===== config.mk =====
export PLATFORM = sky130hd
export DESIGN_NAME = alu_issue_stage
export DESIGN_NICKNAME = d
export VERILOG_FILES = /design/src/rtl/alu_issue_stage.sv
export SDC_FILE = /design/constraint.sdc
export NUM_CORES = 1
export LEC_CHECK = 0
export BUFFER_PORTS_ARGS = -buffer_cell sky130_fd_sc_hd__buf_2
export CAP_MARGIN = 20
export CORE_MARGIN = 2
export CORE_UTILIZATION = 43
export CTS_BUF_LIST = sky130_fd_sc_hd__clkbuf_16
export DETAILED_ROUTE_END_ITERATION = 6
export PLACE_DENSITY = 0.85
export SYNTH_ARGS = -nofsm -noshare
export SYNTH_HDL_FRONTEND = slang
export SYNTH_SLANG_ARGS = --single-unit

===== constraint.sdc =====
create_clock -name clk -period 3.9 [get_ports clk]
set_input_delay 0.195 -clock clk [delete_from_list [all_inputs] [get_ports clk]]
set_output_delay 0.195 -clock clk [all_outputs]
set_load 0.03 [all_outputs]

===== src/rtl/alu_issue_stage.sv =====
// alu_issue_stage: RV32I decode/issue register feeding the Execute-stage ALU.
// Decodes the ALU function code, selects operand A/B, and holds the result
// in an ID/EX register with a valid/ready handshake and a priority flush.
//
// ALU function encoding is {funct7[5], funct3} for the register-register
// ops: ADD=0000 SLL=0001 SLT=0010 SLTU=0011 XOR=0100 SRL=0101 OR=0110
// AND=0111 SUB=1000 SRA=1101.
module alu_issue_stage #(
    parameter int XLEN = 32
) (
    input  logic            clk,
    input  logic            rst_n,
    input  logic            in_valid,
    output logic            in_ready,
    input  logic [31:0]     instr,
    input  logic [XLEN-1:0] pc,
    input  logic [XLEN-1:0] rs1_data,
    input  logic [XLEN-1:0] rs2_data,
    input  logic            flush,
    output logic            out_valid,
    input  logic            out_ready,
    output logic [3:0]      alu_funct,
    output logic [XLEN-1:0] alu_op_a,
    output logic [XLEN-1:0] alu_op_b,
    output logic [4:0]      rd,
    output logic            reg_write,
    output logic            is_branch,
    output logic [2:0]      br_funct3,
    output logic            illegal
);

    localparam logic [3:0] ALU_ADD  = 4'b0000;
    localparam logic [3:0] ALU_SLL  = 4'b0001;
    localparam logic [3:0] ALU_SLT  = 4'b0010;
    localparam logic [3:0] ALU_SLTU = 4'b0011;
    localparam logic [3:0] ALU_XOR  = 4'b0100;
    localparam logic [3:0] ALU_SRL  = 4'b0101;
    localparam logic [3:0] ALU_OR   = 4'b0110;
    localparam logic [3:0] ALU_AND  = 4'b0111;
    localparam logic [3:0] ALU_SUB  = 4'b1000;
    localparam logic [3:0] ALU_SRA  = 4'b1101;

    localparam logic [6:0] OPC_OP     = 7'b0110011;
    localparam logic [6:0] OPC_OPIMM  = 7'b0010011;
    localparam logic [6:0] OPC_LOAD   = 7'b0000011;
    localparam logic [6:0] OPC_STORE  = 7'b0100011;
    localparam logic [6:0] OPC_BRANCH = 7'b1100011;
    localparam logic [6:0] OPC_LUI    = 7'b0110111;
    localparam logic [6:0] OPC_AUIPC  = 7'b0010111;
    localparam logic [6:0] OPC_JAL    = 7'b1101111;
    localparam logic [6:0] OPC_JALR   = 7'b1100111;

    localparam logic [6:0] F7_BASE = 7'b0000000;
    localparam logic [6:0] F7_ALT  = 7'b0100000;

    // Instruction fields
    logic [6:0]      w_opcode;
    logic [2:0]      w_funct3;
    logic [6:0]      w_funct7;
    logic [4:0]      w_rd;
    logic [31:0]     w_imm_i;
    logic [31:0]     w_imm_s;
    logic [31:0]     w_imm_u;

    // Decoded next-state values
    logic [3:0]      w_funct;
    logic [XLEN-1:0] w_op_a;
    logic [XLEN-1:0] w_op_b;
    logic            w_reg_write;
    logic            w_is_branch;
    logic [2:0]      w_br_funct3;
    logic            w_illegal;
    logic            w_writes_rd;
    logic            w_accept;

    // Registered ID/EX state
    logic            r_valid;
    logic [3:0]      r_funct;
    logic [XLEN-1:0] r_op_a;
    logic [XLEN-1:0] r_op_b;
    logic [4:0]      r_rd;
    logic            r_reg_write;
    logic            r_is_branch;
    logic [2:0]      r_br_funct3;
    logic            r_illegal;

    assign w_opcode = instr[6:0];
    assign w_funct3 = instr[14:12];
    assign w_funct7 = instr[31:25];
    assign w_rd     = instr[11:7];
    assign w_imm_i  = {{20{instr[31]}}, instr[31:20]};
    assign w_imm_s  = {{20{instr[31]}}, instr[31:25], instr[11:7]};
    assign w_imm_u  = {instr[31:12], 12'h000};

    // The stage is never ready while held in reset.
    assign in_ready = rst_n & (~r_valid | out_ready);
    assign w_accept = in_valid & in_ready & ~flush;

    // Decode opcode/funct fields into ALU function, operands and control.
    always_comb begin
        w_funct     = ALU_ADD;
        w_op_a      = '0;
        w_op_b      = '0;
        w_is_branch = 1'b0;
        w_br_funct3 = 3'b000;
        w_illegal   = 1'b0;
        w_writes_rd = 1'b0;
        case (w_opcode)
            OPC_OP: begin
                w_op_a      = rs1_data;
                w_op_b      = rs2_data;
                w_writes_rd = 1'b1;
                if (w_funct7 == F7_BASE) begin
                    w_funct = {1'b0, w_funct3};
                end else if (w_funct7 == F7_ALT &&
                             (w_funct3 == 3'b000 || w_funct3 == 3'b101)) begin
                    w_funct = {1'b1, w_funct3};
                end else begin
                    w_illegal = 1'b1;
                end
            end
            OPC_OPIMM: begin
                w_op_a      = rs1_data;
                w_writes_rd = 1'b1;
                case (w_funct3)
                    3'b001: begin
                        w_op_b  = {27'd0, instr[24:20]};
                        w_funct = ALU_SLL;
                        if (w_funct7 != F7_BASE) begin
                            w_illegal = 1'b1;
                        end else begin
                            w_illegal = 1'b0;
                        end
                    end
                    3'b101: begin
                        w_op_b = {27'd0, instr[24:20]};
                        if (w_funct7 == F7_BASE) begin
                            w_funct = ALU_SRL;
                        end else if (w_funct7 == F7_ALT) begin
                            w_funct = ALU_SRA;
                        end else begin
                            w_illegal = 1'b1;
                        end
                    end
                    default: begin
                        w_op_b  = w_imm_i;
                        w_funct = {1'b0, w_funct3};
                    end
                endcase
            end
            OPC_LOAD: begin
                w_op_a      = rs1_data;
                w_op_b      = w_imm_i;
                w_writes_rd = 1'b1;
            end
            OPC_STORE: begin
                w_op_a = rs1_data;
                w_op_b = w_imm_s;
            end
            OPC_BRANCH: begin
                w_op_a      = rs1_data;
                w_op_b      = rs2_data;
                w_is_branch = 1'b1;
                w_br_funct3 = w_funct3;
                case (w_funct3)
                    3'b000, 3'b001: w_funct = ALU_SUB;
                    3'b100, 3'b101: w_funct = ALU_SLT;
                    3'b110, 3'b111: w_funct = ALU_SLTU;
                    default:        w_illegal = 1'b1;
                endcase
            end
            OPC_LUI: begin
                w_op_b      = w_imm_u;
                w_writes_rd = 1'b1;
            end
            OPC_AUIPC: begin
                w_op_a      = pc;
                w_op_b      = w_imm_u;
                w_writes_rd = 1'b1;
            end
            OPC_JAL: begin
                w_op_a      = pc;
                w_op_b      = 32'd4;
                w_writes_rd = 1'b1;
            end
            OPC_JALR: begin
                w_op_a      = pc;
                w_op_b      = 32'd4;
                w_writes_rd = 1'b1;
                if (w_funct3 != 3'b000) begin
                    w_illegal = 1'b1;
                end else begin
                    w_illegal = 1'b0;
                end
            end
            default: begin
                w_illegal = 1'b1;
            end
        endcase

        // Illegal instructions issue as a harmless ADD 0,0 with no side effects.
        if (w_illegal) begin
            w_funct     = ALU_ADD;
            w_op_a      = '0;
            w_op_b      = '0;
            w_is_branch = 1'b0;
            w_br_funct3 = 3'b000;
            w_reg_write = 1'b0;
        end else begin
            w_reg_write = w_writes_rd & (w_rd != 5'd0);
        end
    end

    // ID/EX register: flush beats accept, accept beats drain, otherwise hold.
    always_ff @(posedge clk or negedge rst_n) begin
        if (!rst_n) begin
            r_valid     <= 1'b0;
            r_funct     <= ALU_ADD;
            r_op_a      <= '0;
            r_op_b      <= '0;
            r_rd        <= 5'd0;
            r_reg_write <= 1'b0;
            r_is_branch <= 1'b0;
            r_br_funct3 <= 3'b000;
            r_illegal   <= 1'b0;
        end else if (flush) begin
            r_valid <= 1'b0;
        end else if (w_accept) begin
            r_valid     <= 1'b1;
            r_funct     <= w_funct;
            r_op_a      <= w_op_a;
            r_op_b      <= w_op_b;
            r_rd        <= w_rd;
            r_reg_write <= w_reg_write;
            r_is_branch <= w_is_branch;
            r_br_funct3 <= w_br_funct3;
            r_illegal   <= w_illegal;
        end else if (out_ready) begin
            r_valid <= 1'b0;
        end else begin
            r_valid <= r_valid;
        end
    end

    assign out_valid = r_valid;
    assign alu_funct = r_funct;
    assign alu_op_a  = r_op_a;
    assign alu_op_b  = r_op_b;
    assign rd        = r_rd;
    assign reg_write = r_reg_write;
    assign is_branch = r_is_branch;
    assign br_funct3 = r_br_funct3;
    assign illegal   = r_illegal;

endmodule


==> flow_summary.json <==
{
  "run_status": "finished, final reports clean",
  "core_mm2": 0.00881,
  "syn_nets": 541,
  "critPathArrivalTime_ns": 2.91,
  "wirelength_mm": 11.9,
  "critPathSlowestCell": "nand4_2",
  "fmax_ghz": 0.373,
  "die-height_um": 99.6,
  "ctsRootBufferMaster": "clkbuf_16",
  "io_buffers": 213,
  "grt_pass1_wl_mm": 19.0,
  "cts_hold_buf": 0,
  "cts_made_buffers": 9,
  "critPathMaxFanout": 40,
  "synthCells": 408,
  "setup_tns_ns": 0,
  "grt_pass1_vias": 4053,
  "ant_nets": 0,
  "grt_max_degree": 82,
  "synthDistinctLibCells": 53,
  "critical_path_buf_inv_count": 3,
  "hold_viol_final": 0,
  "start_kind": "input pin",
  "die_w_um": 99.6,
  "clk_transition_reported_paths_ns": 0.06,
  "placed_cells": 699,
  "layout-drive-gt1-share_pct": 40.7,
  "tritoncts": "yes",
  "fill_cells": 754,
  "max_cap_viol_count": 0,
  "startpoint": "rst_n",
  "synth_ff_type": "dfrtp_1",
  "finalCritPeriodShare_pct": 68.7,
  "rsz0062_at_grt": "no",
  "cts_max_level": 3,
  "firstDrtPassIters": 5,
  "initial_utilization_pct": 44.6,
  "layout_min_cycle_time_ns": 2.68,
  "hold_start": "flush",
  "io_pins": 214,
  "route.detailed.drc": 0,
  "holdPathStages": 2,
  "cp-end-kind": "flop",
  "criticalPathCategory": "in2reg",
  "seq_area_frac_synth_pct": 50.9,
  "syn_avg_cell_area_um2": 9.63,
  "stdcell_count": 718,
  "antenna_cells": 0,
  "cts_num_sinks": 80,
  "r2r_start": "out_valid",
  "placed_area_mm2": 0.00500,
  "ys_warn_count": 0,
  "cp_slowest_stage_delay_ns": 0.78,
  "dieArea_mm2": 0.00992,
  "antenna_found_initial": 0,
  "overflow": 0,
  "post_cts_resized": 0,
  "fin_worst_skew_ns": 0.00960,
  "p_leak_nw": 2.64,
  "post-route-util_pct": 60.8,
  "min-delay-path-class": "in2reg",
  "synth-async-reset-ratio_pct": 100,
  "clockBufferDepth": 2,
  "ir_drop_uv": 225,
  "viasPerCell": 5.62,
  "synth_seq_cells": 80,
  "dpl.hpwl_mm": 8.70,
  "syn_to_final_growth_pct": 36.2,
  "grt.total_usage_pct": 24.0,
  "wire_per_inst_um": 16.6,
  "crit_cells": 7,
  "post_cts_buffers": 0,
  "slew_headroom_pct": 36.5,
  "slew_violations": 0,
  "nNetsFinal": 738,
  "core.rowCount": 34,
  "cpMostUsedCell": "buf_4",
  "fin_area_mm2": 0.00535,
  "drtIter0Drc": 210,
  "setup_violations": 0,
  "worstMarginPinSlew_ns": 0.951,
  "crit_chain": "dlygate4sd3_1 > buf_4 > nand4b_1 > nor3_1 > nand4_2 > buf_4 > o21ai_0",
  "cp_data_required_time_ns": 4.13,
  "synth_edf_count": 0,
  "gp_congestion": 0.853,
  "vias": 4032,
  "syn_area_mm2": 0.00393,
  "clk_latency_ns": 0.33,
  "critical-path-top-delay-family": "simple AND/OR/NAND/NOR gates",
  "p_per_area_mw_per_mm2": 353,
  "ff2ff_path_depth": 6
}
[where the power goes]
group	total (mW)	switching, mW	internal, mW
sequential	0.851	0.00728	0.844
combinational	0.218	0.129	0.0893
clock	0.818	0.328	0.490
[routing by layer]
metal	global-route usage, %	share of wire (%)	vias up
met5	0	0	-
met4	8.96	1.9	0
met3	6.04	8.5	16
met2	42.1	49	210
met1	28.5	41	1902
li1	-	-	1904
[logic make-up after synthesis]
family,count (synthesis),share of synthesized area (%)
compound gates,162,27.3
simple gates,118,14.9
flops,80,50.9
buf+inv,42,5.16
mux,5,1.43
xor+xnor,1,0.223
[registers in the layout, indices dropped and copies added, names as in the netlist]
name and count:
out_valid 1, reg_write 1, br_funct3 3, alu_op_b 32, illegal 1, alu_op_a 32
is_branch 1, alu_funct 4, rd 5
[cells in the mapped netlist (2+ instances only)]
cell	number	area (um2)
a31oi_1	2	12.5
inv_1	7	26.3
a21oi_1	4	20.0
o21ai_1	5	25.0
o31ai_1	5	37.5
buf_6	2	22.5
buf_4	4	30.0
a222oi_1	4	40.0
nor2_1	8	30.0
nor2b_1	2	12.5
nand3b_1	2	15.0
o21ai_0	67	335
nand2b_1	5	31.3
a21boi_1	2	15.0
a221oi_1	19	166
nor3_1	4	20.0
nand2_1	75	282
a22o_1	4	35.0
buf_2	12	60.1
a211oi_1	2	15.0
and3_1	2	12.5
clkbuf_1	16	60.1
a22oi_1	39	293
dfrtp_1	80	2000
nor4_1	3	18.8
and2_1	2	12.5
mux2_2	5	56.3
[worst paths after layout]
path,end,slack [ns]
setup / recovery,alu_op_b[6],1.22
hold / removal,out_valid,0.08
setup reg to reg,alu_op_b[6],1.31
hold reg to reg,alu_op_a[19],0.48
max in group asynchronous,alu_op_b[4],2.91
min in group asynchronous,alu_op_b[31],0.41
[final cells by class]
type,instances,area [um2],area share (%)
Clock inverter,7,65.1,1.22
Sequential cell,80,2000,37.4
Clock buffer,9,225,4.21
Multi-Input combinational cell,286,1730,32.3
Inverter,7,26.3,0.491
Timing Repair Buffer,221,1170,21.9
Tap cell,108,135,2.52
[through the flow]
stage	worst slack [ns]	hold slack (ns)	power [mW]
after detailed placement	1.15	0.410	1.08
final	1.22	0.0778	1.89
after CTS	1.31	0.0692	1.90
after floorplan	2.13	-0.101	0.958
after global routing	1.08	0.110	1.96
after global placement	1.26	0.400	1.07
[placed cells by master (no fill, tap or decap), types with 3 or more instances in the layout]
cell,Yosys,routed
dfrtp_1,80,80
buf_2,12,212
a222oi_1,4,4
mux2_2,5,5
a21oi_1,4,4
o21ai_0,67,67
buf_4,4,6
a22oi_1,39,39
clkinvlp_4,0,3
nand2b_1,5,5
a22o_1,4,4
inv_1,7,9
nor2_1,8,8
nand2_1,75,75
clkbuf_16,0,9
o21ai_1,5,5
nor4_1,3,3
a221oi_1,19,19
nor3_1,4,4
o31ai_1,5,5
(Power assumes the default switching activity.)
